### config.mk
export PLATFORM = sky130hd
export DESIGN_NAME = sd_wb_dma_master
export DESIGN_NICKNAME = d
export VERILOG_FILES = /design/src/rtl/sd_wb_dma_master.sv
export SDC_FILE = /design/constraint.sdc
export NUM_CORES = 1
export LEC_CHECK = 0
export ABC_AREA = 1
export CORE_ASPECT_RATIO = 1.1
export CORE_MARGIN = 3
export CORE_UTILIZATION = 48
export DETAILED_ROUTE_END_ITERATION = 10
export PLACE_DENSITY_LB_ADDON = 0.08
export SYNTH_ARGS = -nofsm -noshare
export SYNTH_HDL_FRONTEND = slang
export SYNTH_SLANG_ARGS = --single-unit
### constraint.sdc
create_clock -name wb_clk_i -period 3.15 [get_ports wb_clk_i]
set_clock_uncertainty 0.1 [all_clocks]
set_input_delay 0.63 -clock wb_clk_i [delete_from_list [all_inputs] [get_ports wb_clk_i]]
set_output_delay 0.63 -clock wb_clk_i [all_outputs]
set_load 0.005 [all_outputs]
### src/rtl/sd_wb_dma_master.sv
// sd_wb_dma_master: Wishbone master moving runs of 32-bit words between memory and the SD data FIFOs.
module sd_wb_dma_master #(
    parameter int BLKSIZE_W = 12,
    parameter int BLKCNT_W  = 16
) (
    input  logic                 wb_clk_i,
    input  logic                 wb_rst_i,
    input  logic                 start_tx_i,
    input  logic                 start_rx_i,
    input  logic                 abort_i,
    input  logic [31:0]          dma_addr_i,
    input  logic [BLKSIZE_W-1:0] block_size_i,
    input  logic [BLKCNT_W-1:0]  block_count_i,
    output logic [31:0]          m_wb_adr_o,
    output logic [31:0]          m_wb_dat_o,
    input  logic [31:0]          m_wb_dat_i,
    output logic [3:0]           m_wb_sel_o,
    output logic                 m_wb_we_o,
    output logic                 m_wb_cyc_o,
    output logic                 m_wb_stb_o,
    input  logic                 m_wb_ack_i,
    input  logic                 m_wb_err_i,
    output logic [31:0]          tx_fifo_wdata_o,
    output logic                 tx_fifo_wr_o,
    input  logic                 tx_fifo_full_i,
    input  logic [31:0]          rx_fifo_rdata_i,
    output logic                 rx_fifo_rd_o,
    input  logic                 rx_fifo_empty_i,
    output logic                 busy_o,
    output logic                 done_o,
    output logic                 err_o
);
    localparam int WC_W = BLKSIZE_W - 1;

    typedef enum logic [3:0] {IDLE, TX_WAIT, TX_BUS, TX_PUSH, RX_WAIT, RX_POP, RX_LOAD, RX_BUS, DONE} state_t;

    state_t              state, state_n;
    logic [WC_W-1:0]     wpb, wcnt, wpb_in;
    logic [BLKCNT_W-1:0] bcnt;
    logic                adv, bus_err, last, bus_n, unused_ok;

    assign wpb_in    = WC_W'(block_size_i[BLKSIZE_W-1:2]) + WC_W'(1);
    assign last      = (wcnt == WC_W'(1)) && (bcnt == '0);
    assign bus_n     = (state_n == TX_BUS) || (state_n == RX_BUS);
    assign unused_ok = ^{dma_addr_i[1:0], block_size_i[1:0]};

    always_comb begin
        state_n = state;
        adv     = 1'b0;
        bus_err = 1'b0;
        case (state)
            IDLE:    state_n = start_tx_i ? TX_WAIT : start_rx_i ? RX_WAIT : IDLE;
            TX_WAIT: state_n = tx_fifo_full_i ? TX_WAIT : TX_BUS;
            TX_BUS: begin
                bus_err = m_wb_err_i;
                state_n = m_wb_err_i ? IDLE : m_wb_ack_i ? TX_PUSH : TX_BUS;
            end
            TX_PUSH: begin
                adv     = 1'b1;
                state_n = last ? DONE : TX_WAIT;
            end
            RX_WAIT: state_n = rx_fifo_empty_i ? RX_WAIT : RX_POP;
            RX_POP:  state_n = RX_LOAD;
            RX_LOAD: state_n = RX_BUS;
            RX_BUS: begin
                bus_err = m_wb_err_i;
                adv     = m_wb_ack_i && !m_wb_err_i;
                state_n = m_wb_err_i ? IDLE : !m_wb_ack_i ? RX_BUS : last ? DONE : RX_WAIT;
            end
            default: state_n = IDLE;
        endcase
        // abort overrides everything, including a simultaneous ack or err
        if (abort_i && state != IDLE) begin
            state_n = IDLE;
            adv     = 1'b0;
            bus_err = 1'b0;
        end
    end

    always_ff @(posedge wb_clk_i or negedge wb_rst_i) begin
        if (!wb_rst_i) begin
            state           <= IDLE;
            wpb             <= '0;
            wcnt            <= '0;
            bcnt            <= '0;
            m_wb_adr_o      <= '0;
            m_wb_dat_o      <= '0;
            m_wb_sel_o      <= '0;
            m_wb_we_o       <= 1'b0;
            m_wb_cyc_o      <= 1'b0;
            m_wb_stb_o      <= 1'b0;
            tx_fifo_wdata_o <= '0;
            tx_fifo_wr_o    <= 1'b0;
            rx_fifo_rd_o    <= 1'b0;
            busy_o          <= 1'b0;
            done_o          <= 1'b0;
            err_o           <= 1'b0;
        end else begin
            state        <= state_n;
            busy_o       <= state_n != IDLE;
            done_o       <= state_n == DONE;
            err_o        <= bus_err;
            m_wb_cyc_o   <= bus_n;
            m_wb_stb_o   <= bus_n;
            m_wb_we_o    <= state_n == RX_BUS;
            m_wb_sel_o   <= {4{bus_n}};
            tx_fifo_wr_o <= state_n == TX_PUSH;
            rx_fifo_rd_o <= state_n == RX_POP;
            if (state == TX_BUS && state_n == TX_PUSH)
                tx_fifo_wdata_o <= m_wb_dat_i;
            if (state == RX_LOAD && state_n == RX_BUS)
                m_wb_dat_o <= rx_fifo_rdata_i;
            if (state == IDLE && state_n != IDLE) begin
                m_wb_adr_o <= {dma_addr_i[31:2], 2'b00};
                wpb        <= wpb_in;
                wcnt       <= wpb_in;
                bcnt       <= block_count_i;
            end else if (adv) begin
                m_wb_adr_o <= m_wb_adr_o + 32'd4;
                wcnt       <= (wcnt == WC_W'(1)) ? wpb : wcnt - WC_W'(1);
                if (wcnt == WC_W'(1) && bcnt != '0)
                    bcnt <= bcnt - BLKCNT_W'(1);
            end
        end
    end
endmodule

==> metrics.txt <==
status=completed; Cell Pwr Density=876 nW/um^2; drt drc=0; Slowest cell on crit path=dfrtp_1; row count=48; Inserted Clock Buffers=17; I/O Buffers=234; remaining antenna violation count=0; fraction of registers with async set/reset=100%; First-pass DRT Iterations=5; CP cell instances=inv_1, ha_1, nand3_1, nor2_1, nand3_2, nand2_1, nand2_1, nand2_1, nand2_1, nand2_2, nand3_4, nand2_4, buf_12, nand2_1, nor2_1, nor2_1; worst rel slew slack=approximately three fifths; Critical Path RT=3.36 ns; All-Layer GR Usage=25.2%; Final Slew Violations=0; GP Congestion=1.02; setup TNS=0 ns; Avg Synthesized Cell Area=7.33 sq um; routed len/inst=about 15 microns; Initial Util=49.8%; top_reg_cell synth=dfrtp_1; hold slack final=0.0424 ns; sequential share of the synthesized area=45.2%; CTS Root Cell=clkbuf_16; fin crit period=roughly 2.6 ns; final instance area=11000 sq um; DP HPWL=16.2 mm; Hold Crit Class=primary input to asynchronous set/reset pin; n_diodes=0; number of flops mapped to enable cells by yosys=0; first-pass GRT wire length=36.7 mm; CP most frequent cell=nand2_1; post-CTS setup buffer count=0; Layout Cells excl Fill=around 1.5k; cts hold-fix bufs=0; Critical Path Sink Type=register; Synth Register Bits=around 140; Syn Std Cell Area=7920 sq um; placed cells=1487; CTS tree=built; Max Cap Viol=0; Synth Instances=1081; transition time of the tightest slew-check pin=about 0.57 ns; initial DRC count=558; Yosys Warn Count=0; layout cells sized above 1=6.53%; Synth area leaders=dfrtp_1 (45%), nand2_1 (17%), nand3_1 (5.9%); VDD IR max=around 440 uV; vias in the first global route=approximately 7.4k; critical path class=register to register; critical path data arrival time=2.78 ns; Clock Latency Late Sink=0.42 ns; pin count of the biggest net entering global routing=65; Clock Pin Slew Worst Setup and Hold Paths=0.06 ns; clk buf depth=2; worst-path maximum fanout=48; initial antenna violation count=0; synth-to-layout area growth=38.9%; Unique masters post-synth=38; RSZ-0062 raised after global routing=no; clk sinks=143; Die Area=18100 sq um; H-tree Lvls=4; largest area contributor in the netlist=dfrtp_1; CP peak stage delay=approximately 0.4 ns; cts repair resizes=0; Final nets=between 1k and 1.5k; Yosys top cell area share=approximately 45%; period utilisation layout=81.5%; Hold Fails Final Rpt=0; leakage=5.39 nW; WL final=22.2 mm; GRT Residual Overflow=0; footprint of the multi-input gates=3540 sq um; vias=between 7k and 8k; Worst setup SP type=register; Core ar.=between 15000 and 20000 sq um; die height=141 microns; DP Area=10400 sq um; num ports=between 200 and 250; Filler Cell Count=roughly 1.4k; Setup Viol. Count Final=0; Peak Freq=389 MHz; Vias per Instance=5.06; Die Wd=between 100 and 150 microns; Register Area=3580 sq um
## critical path: cells and delay by family, from the launching register on
| kind | cells | cell delay [ns] |
|---|---|---|
| simple gates | 13 | 1.34 |
| fa+ha+maj | 1 | 0.22 |
| buf+inv | 2 | 0.38 |
| flops | 1 | 0.40 |
## sequential cells by signal (all words and copies together), names as in the netlist, 4 cells and up
signal,flops
m_wb_adr_o,30
tx_fifo_wdata_o,32
wpb,11
bcnt,16
state,4
m_wb_dat_o,32
wcnt,11
## cell families (layout without fill, tap and decap cells)
group	Yosys count	after routing	share of synthesized area, %
AOI/OAI and AO/OA	116	116	7.80
DFF	143	143	45.2
buffers and inverters	186	422	10.1
other	1	2	0.0473
and+or+nand+nor	595	595	32.1
xor gates and xnor gates	34	34	3.76
adders and majority gates	6	6	0.948
## cell type report
cell class / count / area share [%]
Tap cell: 200 / 2.27
Clock buffer: 19 / 4.03
Clock inverter: 12 / 1.24
Timing Repair Buffer: 252 / 23.0
Sequential cell: 143 / 32.5
Multi-Input combinational cell: 753 / 32.2
Inverter: 139 / 4.74
## through the flow
stage	setup WS, ns	power (W)	util (%)
after floorplan	0.938	0.00593	-
after global placement	0.254	0.00756	65.5
after detailed placement	0.243	0.00767	65.5
after CTS	0.585	0.00969	69.1
after global routing	0.313	0.0105	69.1
final	0.582	0.00963	69.1
## cell usage in the layout, fill, tap and decap left out, types with 2 or more instances in the layout
master and count:
a31oi_1 3, a21oi_1 13, nand4_1 15, ha_1 6, inv_6 2, nand3_1 93, dfrtp_1 143, o21ai_0 29
clkbuf_16 17, nand2_1 364, nor3_1 18, o21ai_1 58, inv_1 119, a22oi_1 2, nor2_2 8, nand3_2 2
conb_1 2, clkdlybuf4s50_1 233, bufinv_16 2, xor2_1 23, inv_2 20, clkinv_2 2, nor4_1 5, clkinv_4 3
xnor2_1 11, buf_12 4, buf_4 14, nand3b_1 11, o211ai_1 3, o22ai_1 3, nor2_1 72, nor2_4 3
clkinvlp_4 3
## synth_stat cells (all sizes together), types with 2 or more instances
| cell type | number |
|---|---|
| nand2 | 366 |
| dfrtp | 143 |
| inv | 139 |
| nand3 | 96 |
| o21ai | 87 |
| nor2 | 83 |
| buf | 37 |
| xor2 | 23 |
| nor3 | 18 |
| nand4 | 15 |
| a21oi | 13 |
| nand3b | 11 |
| xnor2 | 11 |
| clkbuf | 10 |
| ha | 6 |
| nor4 | 5 |
| a31oi | 3 |
| o211ai | 3 |
| o22ai | 3 |
| a22oi | 2 |
| o21bai | 2 |
## path summary, 6_finish.rpt
check	start	endpoint	slack, ns	cells after the start
setup reg to reg	bcnt[0]	bcnt[13]	0.58	16
hold / removal	wb_rst_i	m_wb_adr_o[5]	0.04	1
setup / recovery	bcnt[0]	bcnt[13]	0.58	16
min in group wb_clk_i	wpb[0]	wpb[0]	0.38	2
hold reg to reg	wpb[0]	wpb[0]	0.38	2
max in group asynchronous	wb_rst_i	m_wb_adr_o[27]	2.18	2
## power breakdown
part           switching, W  internal (W)
clock network      0.000796       0.00119
logic               0.00253       0.00199
registers          0.000609       0.00253
total               0.00393       0.00570
## layer usage
metal  share of wire [%]  global-route usage (%)  vias to the layer above
li1                    -                       -                     3846
met1                  41                    30.9                     3513
met2                  47                    40.9                      274
met3                 8.7                    8.00                       43
met4                 2.8                    10.8                        0
met5                   0                       0                        -
Note: power is estimated with default switching activity, not from simulation.
